### config.mk
export PLATFORM = sky130hd
export DESIGN_NAME = vga_timing_gen
export DESIGN_NICKNAME = d
export VERILOG_FILES = /design/src/rtl/vga_timing_pkg.sv /design/src/rtl/vga_timing_gen_mod_counter.sv /design/src/rtl/vga_timing_gen.sv
export SDC_FILE = /design/constraint.sdc
export NUM_CORES = 1
export LEC_CHECK = 0
export CORE_ASPECT_RATIO = 1.5
export CORE_UTILIZATION = 25
export DETAILED_ROUTE_END_ITERATION = 16
export SLEW_MARGIN = 10
export SYNTH_ARGS = -nofsm -noshare
export SYNTH_HDL_FRONTEND = slang
export SYNTH_SLANG_ARGS = --single-unit
### constraint.sdc
create_clock -name pclk_i -period 2.44 [get_ports pclk_i]
set_input_delay 0.244 -clock pclk_i [delete_from_list [all_inputs] [get_ports pclk_i]]
set_output_delay 0.244 -clock pclk_i [all_outputs]
set_load 0.005 [all_outputs]
### src/rtl/vga_timing_pkg.sv
// Shared 800x600@60 raster constants; downstream drawing stages import these for bounds checks.
package vga_timing_pkg;

    localparam int unsigned CNT_W       = 32'd11;
    localparam int unsigned FRAME_CNT_W = 32'd8;

    localparam int unsigned H_VISIBLE = 32'd800;
    localparam int unsigned H_FP      = 32'd40;
    localparam int unsigned H_SYNC    = 32'd128;
    localparam int unsigned H_BP      = 32'd88;
    localparam int unsigned H_TOTAL   = H_VISIBLE + H_FP + H_SYNC + H_BP;

    localparam int unsigned V_VISIBLE = 32'd600;
    localparam int unsigned V_FP      = 32'd1;
    localparam int unsigned V_SYNC    = 32'd4;
    localparam int unsigned V_BP      = 32'd23;
    localparam int unsigned V_TOTAL   = V_VISIBLE + V_FP + V_SYNC + V_BP;

    localparam int unsigned H_SYNC_START = H_VISIBLE + H_FP;
    localparam int unsigned H_SYNC_END   = H_SYNC_START + H_SYNC;
    localparam int unsigned V_SYNC_START = V_VISIBLE + V_FP;
    localparam int unsigned V_SYNC_END   = V_SYNC_START + V_SYNC;

    localparam bit SYNC_POL = 1'b1;

    // Half-open window test [lo, hi) on a raster coordinate.
    function automatic logic in_window(input logic [CNT_W-1:0] val,
                                       input logic [CNT_W-1:0] lo,
                                       input logic [CNT_W-1:0] hi);
        return (val >= lo) && (val < hi);
    endfunction

endpackage

### src/rtl/vga_timing_gen_mod_counter.sv
// Modulo-MOD up-counter with enable; exposes its next value so callers can decode without skew.
module mod_counter
    import vga_timing_pkg::*;
#(
    parameter int unsigned MOD = H_TOTAL,
    parameter int unsigned W   = CNT_W
) (
    input  logic         clk_i,
    input  logic         rst_i,
    input  logic         en_i,
    output logic [W-1:0] cnt_o,
    output logic [W-1:0] next_o,
    output logic         wrap_o
);

    localparam logic [W-1:0] LAST = W'(MOD - 32'd1);

    logic [W-1:0] cnt_q;
    logic [W-1:0] cnt_d;

    // Next count; >= rather than == so a corrupted count still falls back to zero.
    always_comb begin
        cnt_d  = cnt_q;
        wrap_o = 1'b0;
        if (en_i) begin
            if (cnt_q >= LAST) begin
                cnt_d  = '0;
                wrap_o = 1'b1;
            end else begin
                cnt_d = cnt_q + W'(1'b1);
            end
        end else begin
            cnt_d = cnt_q;
        end
    end

    // Count register.
    always_ff @(posedge clk_i or posedge rst_i) begin
        if (rst_i) begin
            cnt_q <= '0;
        end else begin
            cnt_q <= cnt_d;
        end
    end

    assign cnt_o  = cnt_q;
    assign next_o = cnt_d;

endmodule

### src/rtl/vga_timing_gen.sv
// Free-running raster timing generator: coordinates, sync/blank strobes, frame pulse and counter.
module vga_timing_gen
    import vga_timing_pkg::*;
#(
    parameter int unsigned P_H_VISIBLE = H_VISIBLE,
    parameter int unsigned P_H_FP      = H_FP,
    parameter int unsigned P_H_SYNC    = H_SYNC,
    parameter int unsigned P_H_BP      = H_BP,
    parameter int unsigned P_V_VISIBLE = V_VISIBLE,
    parameter int unsigned P_V_FP      = V_FP,
    parameter int unsigned P_V_SYNC    = V_SYNC,
    parameter int unsigned P_V_BP      = V_BP,
    parameter bit          P_SYNC_POL  = SYNC_POL
) (
    input  logic                   pclk_i,
    input  logic                   rst_i,
    output logic [CNT_W-1:0]       hcount_o,
    output logic [CNT_W-1:0]       vcount_o,
    output logic                   hsync_o,
    output logic                   vsync_o,
    output logic                   hblnk_o,
    output logic                   vblnk_o,
    output logic                   frame_start_o,
    output logic [FRAME_CNT_W-1:0] frame_cnt_o
);

    localparam int unsigned HT = P_H_VISIBLE + P_H_FP + P_H_SYNC + P_H_BP;
    localparam int unsigned VT = P_V_VISIBLE + P_V_FP + P_V_SYNC + P_V_BP;

    localparam logic [CNT_W-1:0] H_VIS_C = CNT_W'(P_H_VISIBLE);
    localparam logic [CNT_W-1:0] V_VIS_C = CNT_W'(P_V_VISIBLE);
    localparam logic [CNT_W-1:0] HS_LO_C = CNT_W'(P_H_VISIBLE + P_H_FP);
    localparam logic [CNT_W-1:0] HS_HI_C = CNT_W'(P_H_VISIBLE + P_H_FP + P_H_SYNC);
    localparam logic [CNT_W-1:0] VS_LO_C = CNT_W'(P_V_VISIBLE + P_V_FP);
    localparam logic [CNT_W-1:0] VS_HI_C = CNT_W'(P_V_VISIBLE + P_V_FP + P_V_SYNC);
    localparam logic             SYNC_ACT = P_SYNC_POL;

    logic [CNT_W-1:0] h_next_s;
    logic [CNT_W-1:0] v_next_s;
    logic             h_wrap_s;
    logic             v_wrap_s;

    logic                   hsync_q, hsync_d;
    logic                   vsync_q, vsync_d;
    logic                   hblnk_q, hblnk_d;
    logic                   vblnk_q, vblnk_d;
    logic                   frame_start_q, frame_start_d;
    logic [FRAME_CNT_W-1:0] frame_cnt_q, frame_cnt_d;

    mod_counter #(.MOD(HT), .W(CNT_W)) u_hcnt (
        .clk_i  (pclk_i),
        .rst_i  (rst_i),
        .en_i   (1'b1),
        .cnt_o  (hcount_o),
        .next_o (h_next_s),
        .wrap_o (h_wrap_s)
    );

    mod_counter #(.MOD(VT), .W(CNT_W)) u_vcnt (
        .clk_i  (pclk_i),
        .rst_i  (rst_i),
        .en_i   (h_wrap_s),
        .cnt_o  (vcount_o),
        .next_o (v_next_s),
        .wrap_o (v_wrap_s)
    );

    // Strobes decoded from the next counts so they land in the same cycle as the coordinates.
    always_comb begin
        hblnk_d       = (h_next_s >= H_VIS_C);
        vblnk_d       = (v_next_s >= V_VIS_C);
        hsync_d       = in_window(h_next_s, HS_LO_C, HS_HI_C) ? SYNC_ACT : ~SYNC_ACT;
        vsync_d       = in_window(v_next_s, VS_LO_C, VS_HI_C) ? SYNC_ACT : ~SYNC_ACT;
        frame_start_d = h_wrap_s & v_wrap_s;
        if (h_wrap_s && v_wrap_s) begin
            frame_cnt_d = frame_cnt_q + 8'd1;
        end else begin
            frame_cnt_d = frame_cnt_q;
        end
    end

    // Output registers.
    always_ff @(posedge pclk_i or posedge rst_i) begin
        if (rst_i) begin
            hsync_q       <= ~SYNC_ACT;
            vsync_q       <= ~SYNC_ACT;
            hblnk_q       <= 1'b0;
            vblnk_q       <= 1'b0;
            frame_start_q <= 1'b0;
            frame_cnt_q   <= 8'd0;
        end else begin
            hsync_q       <= hsync_d;
            vsync_q       <= vsync_d;
            hblnk_q       <= hblnk_d;
            vblnk_q       <= vblnk_d;
            frame_start_q <= frame_start_d;
            frame_cnt_q   <= frame_cnt_d;
        end
    end

    assign hsync_o       = hsync_q;
    assign vsync_o       = vsync_q;
    assign hblnk_o       = hblnk_q;
    assign vblnk_o       = vblnk_q;
    assign frame_start_o = frame_start_q;
    assign frame_cnt_o   = frame_cnt_q;

endmodule

==> flow_metrics.env, run 1 <==
export IMPL_status="finished, final reports clean"
export IMPL_place_area_mm2=0.00249
export IMPL_period_share=0.962
export IMPL_worstSkewPairLatency_ns=0.30
export IMPL_fillers=766
export IMPL_sw_frac_of_total=0.225
export IMPL_power_leakage_nw=1.12
export IMPL_yosysWarningCount=0
export IMPL_synth_avg_cell_area_um2=9.74
export IMPL_p_seq_frac=0.575
export IMPL_fin_skew_ns=0.00900
export IMPL_final_net_count=258
export IMPL_clk_pin_slew_ns=0.07
export IMPL_grt_usage=0.138
export IMPL_cp_required_ns=2.65
export IMPL_die_h_um=109
export IMPL_rows=38
export IMPL_syn_area_mm2=0.00191
export IMPL_start_kind="register"
export IMPL_drive_gt1_frac=0.177
export IMPL_drt_first_pass_iters=4
export IMPL_portBuffers=36
export IMPL_synth_top_area_frac=0.459
export IMPL_grt_max_degree=36
export IMPL_crit_type="reg2reg"
export IMPL_core_area_mm2=0.00732
export IMPL_ys_async_sr_fraction=1.00
export IMPL_p_clk_frac=0.412
export IMPL_final_area_mm2=0.00259
export IMPL_p_int_w=0.000782
export IMPL_cts_buffers=5
export IMPL_pwr_density_cell_mw_per_mm2=390
export IMPL_power_frac_comb=0.014
export IMPL_cts_tree="yes"
export IMPL_h_tree_depth=2
export IMPL_ir_drop_uv=200
export IMPL_cts_sinks=35
export IMPL_synth_area_leaders="dfrtp_1 46%, nor2_1 5.1%, xnor2_1 4.6%"
export IMPL_max_slew_margin=0.676
export IMPL_netlist_instances=196
export IMPL_hold_viol=0
export IMPL_die_x_um=73.4
export IMPL_finalSetupViolations=0
export IMPL_yosysTopAreaCell="dfrtp_1"
export IMPL_yosysUniqueCellTypes=50
export IMPL_ys_flop_type="dfrtp_1"
export IMPL_rsz0062_at_grt="yes"
export IMPL_initial_utilization=0.261
export IMPL_power_switching_w=0.000228
export IMPL_hpwl_um=3650
export IMPL_setup_slack_ns=0.0918
export IMPL_antenna_found_initial=0
export IMPL_num_antenna_cells=0
export IMPL_ys_ff_latch=35
export IMPL_drt_initial_drc_count=122
export IMPL_routed_wl_um=4950
export IMPL_ant_nets=0
export IMPL_io_pins=37
export IMPL_grt_pass1_wl_um=8270
export IMPL_grt_pass1_vias=1730
export IMPL_arrival_ns=2.56
export IMPL_via_per_inst=4.74
export IMPL_clk_path_buf_depth=2
export IMPL_worst_slew_pin_slew_ns=0.484
export IMPL_drc_errors=0
export IMPL_synth_fp_nets=201
export IMPL_gp_congestion=0.892
export IMPL_drv_cap=0
export IMPL_cp_max_fo=6
export IMPL_grt_overflow_total=0
export IMPL_post_place_cells=345
export IMPL_root_buffer="clkbuf_8"
export IMPL_wl_per_cell_um=14.0
export IMPL_end_kind="register"
export IMPL_clock_fmax_mhz=426
export IMPL_ff2ff_path_depth=7
export IMPL_die_area_mm2=0.00800
export IMPL_synth_edf_count=0
export IMPL_synth_seq_area_share=0.459
export IMPL_vias=1678
export IMPL_final_cells=354
export IMPL_place_ws_ns=-0.0204
export IMPL_post_route_min_period_ns=2.35
export IMPL_finalMaxSlewViolations=0
export IMPL_hold_class="in2async"
export IMPL_syn_to_final_growth_pct=35.5
stage by stage:
step,hold WS (ns),util,TNS [ns],power [W]
after floorplan,0.398,-,0,0.000600
after global placement,0.460,0.340,0,0.000606
after detailed placement,0.461,0.340,-0.0204,0.000607
after CTS,0.367,0.352,0,0.00103
after global routing,0.402,0.353,-0.0205,0.00107
final,0.357,0.353,0,0.00101
cell usage after synthesis (2+ instances only):
library cell / count
and2_1: 3
nand3_1: 8
a31oi_1: 2
nor2_1: 26
a221o_2: 2
o21ai_0: 11
dfrtp_1: 35
buf_6: 2
ha_1: 3
xor2_1: 5
nor3_1: 6
nand2_1: 20
xnor2_1: 10
nor3_2: 2
a21oi_1: 5
nand3_2: 2
and3_1: 6
o31a_1: 2
o31ai_1: 3
nand4_1: 7
inv_1: 6
or3_1: 2
power groups by stage:
stage	Clock (W)	Sequential, W	Combinational [W]
after CTS	0.000439	0.000580	0.0000156
after detailed placement	0	0.000591	0.0000155
after global routing	0.000472	0.000579	0.0000173
after global placement	0	0.000591	0.0000152
after floorplan	0	0.000591	0.00000855
final	0.000415	0.000580	0.0000140
cells in the final DEF, fill, tap and decap left out, types with 2 or more instances in the layout:
master	count
clkdlybuf4s50_1	36
dfrtp_1	34
nor2_1	25
nand2_1	20
buf_4	20
o21ai_0	11
xnor2_1	10
nand3_1	8
nand4_1	7
nor3_1	6
inv_1	6
and3_1	5
a21oi_1	5
xor2_1	5
clkbuf_8	5
and2_1	3
o31ai_1	3
ha_1	3
nand3_2	2
nor3_2	2
or3_1	2
a31oi_1	2
a221o_2	2
o31a_1	2
path summary, 6_finish.rpt:
check                                   end             from  slack (ns)
max                                 vsync_o  u_vcnt.cnt_o[1]        0.09
min in group pclk_i          frame_cnt_o[7]   frame_cnt_o[7]        0.46
min                        u_hcnt.cnt_o[10]            rst_i        0.36
max in group asynchronous   u_vcnt.cnt_o[1]            rst_i        1.73
min reg2reg                  frame_cnt_o[7]   frame_cnt_o[7]        0.46
max reg2reg                         vsync_o  u_vcnt.cnt_o[1]        0.09
flip-flops by register name (all words and copies together), names as in the netlist:
name and count:
frame_cnt_o 8, frame_start_o 1, hblnk_o 1, hsync_o 1
u_hcnt.cnt_o 11, u_vcnt.cnt_o 11, vblnk_o 1, vsync_o 1
cell families (layout without fill, tap and decap cells):
group / after synthesis / in the layout / synth area share
buffers and inverters: 13 / 71 / 0.0406
AOI/OAI and AO/OA: 41 / 41 / 0.167
adders and majority gates: 3 / 3 / 0.0197
xor gates and xnor gates: 15 / 15 / 0.0688
and+or+nand+nor: 88 / 88 / 0.239
DFF: 35 / 35 / 0.459
muxes: 1 / 1 / 0.00590
per-layer routing:
metal / global-route usage / up-vias / routed length [um] / share of wire
met4: 0.0742 / 0 / 112 / 0.023
met5: 0 / - / 0 / 0
met3: 0.0333 / 9 / 205 / 0.041
li1: - / 823 / - / -
met2: 0.237 / 33 / 2570 / 0.52
met1: 0.154 / 813 / 2060 / 0.42
repair_timing:
action / CTS / global route
setup endpoints to repair: 1 / 2
resized for setup: 1 / 2
pin swaps: 0 / 1
setup buffers: 0 / 1
hold buffers: 0 / 0
layout make-up:
| class | count | area, um^2 | share of cell area |
|---|---|---|---|
| Timing Repair Buffer | 56 | 510 | 0.197 |
| Inverter | 7 | 26.3 | 0.0102 |
| Sequential cell | 35 | 877 | 0.339 |
| Clock buffer | 6 | 72.6 | 0.0280 |
| Multi-Input combinational cell | 148 | 963 | 0.372 |
| Clock inverter | 2 | 12.5 | 0.00484 |
| Tap cell | 100 | 125 | 0.0484 |
worst max-delay path, stage by stage, from the launching register on:
cell      delay [ns]
dfrtp_2         0.43
ha_1            0.20
a2111o_1        0.34
a311o_1         0.39
nor3_4          0.30
and3_4          0.23
o221ai_2        0.11
nor4_2          0.25
Note: power is estimated with default switching activity, not from simulation.
==> run 2: changes to the inputs <==
- CORE_MARGIN: not set -> 2
==> flow_metrics.env, run 2 (synthesis gave the netlist of run 1 again) <==
export IMPL_status="finished, final reports clean"
export IMPL_hold_class="in2async"
export IMPL_ant_nets=0
export IMPL_grt_max_degree=36
export IMPL_cts_buffers=5
export IMPL_cp_required_ns=2.62
export IMPL_cp_max_fo=6
export IMPL_cp_startpoint="u_vcnt.cnt_o[0]"
export IMPL_finalMaxSlewViolations=0
export IMPL_hold_viol=0
export IMPL_portBuffers=36
export IMPL_top_layer="met4"
export IMPL_r2r_slack_ns=0.06
export IMPL_routed_wl_um=5070
export IMPL_root_buffer="clkbuf_16"
export IMPL_crit_chain="ha_1 > a2111o_1 > a311o_1 > nor3_4 > and3_1 > o221ai_2 > nor4_2"
export IMPL_cts_sinks=35
export IMPL_die_h_um=111
export IMPL_die_area_mm2=0.00837
export IMPL_max_slew_margin=0.599
export IMPL_drive_gt1_frac=0.202
export IMPL_ff2ff_path_depth=7
export IMPL_antenna_found_initial=0
export IMPL_clock_fmax_mhz=421
export IMPL_clk_path_buf_depth=2
export IMPL_dr_wl_met3_um=166
export IMPL_period_share=0.974
export IMPL_regToRegStartpoint="u_vcnt.cnt_o[0]"
export IMPL_final_net_count=266
export IMPL_via_per_inst=4.74
export IMPL_arrival_ns=2.56
export IMPL_final_common_cell="clkdlybuf4s50_1"
export IMPL_hpwl_um=3760
export IMPL_final_util=0.365
export IMPL_endpoint="vsync_o"
export IMPL_drt_initial_drc_count=94
export IMPL_io_pins=37
export IMPL_post_route_min_period_ns=2.38
export IMPL_grt_pass1_wl_um=8320
export IMPL_worstSkewPairLatency_ns=0.27
export IMPL_rows=39
export IMPL_post_place_cells=351
export IMPL_ir_drop_uv=301
export IMPL_vias=1724
export IMPL_power_leakage_nw=1.21
export IMPL_met2WireLength_um=2650
export IMPL_cts_tree="yes"
export IMPL_grt_pass1_vias=1748
export IMPL_grt_usage=0.129
export IMPL_syn_to_final_growth_pct=43.5
export IMPL_m1WireLength_um=2100
export IMPL_drv_cap=0
export IMPL_reg2reg_to="vsync_o"
export IMPL_fin_skew_ns=0.00423
export IMPL_drt_first_pass_iters=4
export IMPL_wl_per_cell_um=13.9
export IMPL_crit_type="reg2reg"
export IMPL_initial_utilization=0.254
export IMPL_cp_slowest_cell="a311o_1"
export IMPL_start_kind="register"
export IMPL_die_x_um=75.4
export IMPL_grt_overflow_total=0
export IMPL_worst_slew_pin_slew_ns=0.599
export IMPL_gp_congestion=0.874
export IMPL_hold_slack_ns=0.375
export IMPL_final_cells=364
export IMPL_num_antenna_cells=0
export IMPL_end_kind="register"
export IMPL_core_area_mm2=0.00751
export IMPL_clk_pin_slew_ns=0.06
export IMPL_finalSetupViolations=0
export IMPL_most_common_layout_cells="36 x clkdlybuf4s50_1, 35 x dfrtp_1, 27 x buf_4"
export IMPL_max_stage_delay_ns=0.42
export IMPL_drc_errors=0
export IMPL_h_tree_depth=2
export IMPL_pwr_density_cell_mw_per_mm2=485
run 2: cell count changes in the layout (fill, tap and decap cells not counted), sizes merged:
cell and delta:
clkinvlp -1, bufinv +1, buf +8
run 2: area by class of cell:
| type | instances | area (um^2) |
|---|---|---|
| Timing Repair Buffer | 64 | 574 |
| Sequential cell | 35 | 876 |
| Multi-Input combinational cell | 148 | 962 |
| Tap cell | 102 | 128 |
| Clock buffer | 6 | 139 |
| Inverter | 7 | 26.3 |
| Fill cell | 792 | 4770 |
| Clock inverter | 2 | 35.0 |
run 2: metal layers:
metal  global-route usage  vias up
li1                     -      835
met1                0.153      836
met2                0.206       41
met3               0.0264       12
met4               0.0795        0
met5                    0        -
run 2: report_power, final:
part / internal, W / switching [W] / total (W)
registers: 0.000581 / 0 / 0.000581
clock network: 0.000507 / 0.000228 / 0.000735
logic: 0.00000256 / 0.0000113 / 0.0000139
total: 0.00109 / 0.000239 / 0.00133
run 2: worst min path at each step:
stage	startpoint	endpoint	slack [ns]	cells after the start
global route	rst_i	u_hcnt.cnt_o[10]	0.43	3
detailed placement	frame_cnt_o[7]	frame_cnt_o[7]	0.46	1
floorplan	rst_i	frame_cnt_o[0]	0.40	1
finish	rst_i	u_hcnt.cnt_o[10]	0.38	3
global placement	frame_cnt_o[7]	frame_cnt_o[7]	0.46	1
CTS	rst_i	u_hcnt.cnt_o[10]	0.39	3
run 2: metrics by stage:
stage | setup TNS [ns] | setup WS [ns] | power, W | instance area [um^2]
after floorplan | 0 | 0.0579 | 0.000600 | 1910
after global placement | 0 | 0.176 | 0.000606 | 2520
after detailed placement | 0 | 0.130 | 0.000606 | 2520
after CTS | 0 | 0.104 | 0.00135 | 2690
after global routing | -0.00488 | -0.00488 | 0.00138 | 2740
final | 0 | 0.0624 | 0.00133 | 2740
run 2: critical path, delay by kind of cell (launching register included):
family                     cells  cell delay [ns]
and+or+nand+nor                3             0.79
DFF                            1             0.41
AOI/OAI and AO/OA              3             0.86
adders and majority gates      1             0.22
run 2: timing repair:
action | in CTS | in global routing
hold buffers | 0 | 0
gates resized for setup | 0 | 3
setup buffers | 0 | 5
setup endpoints to repair | 0 | 2
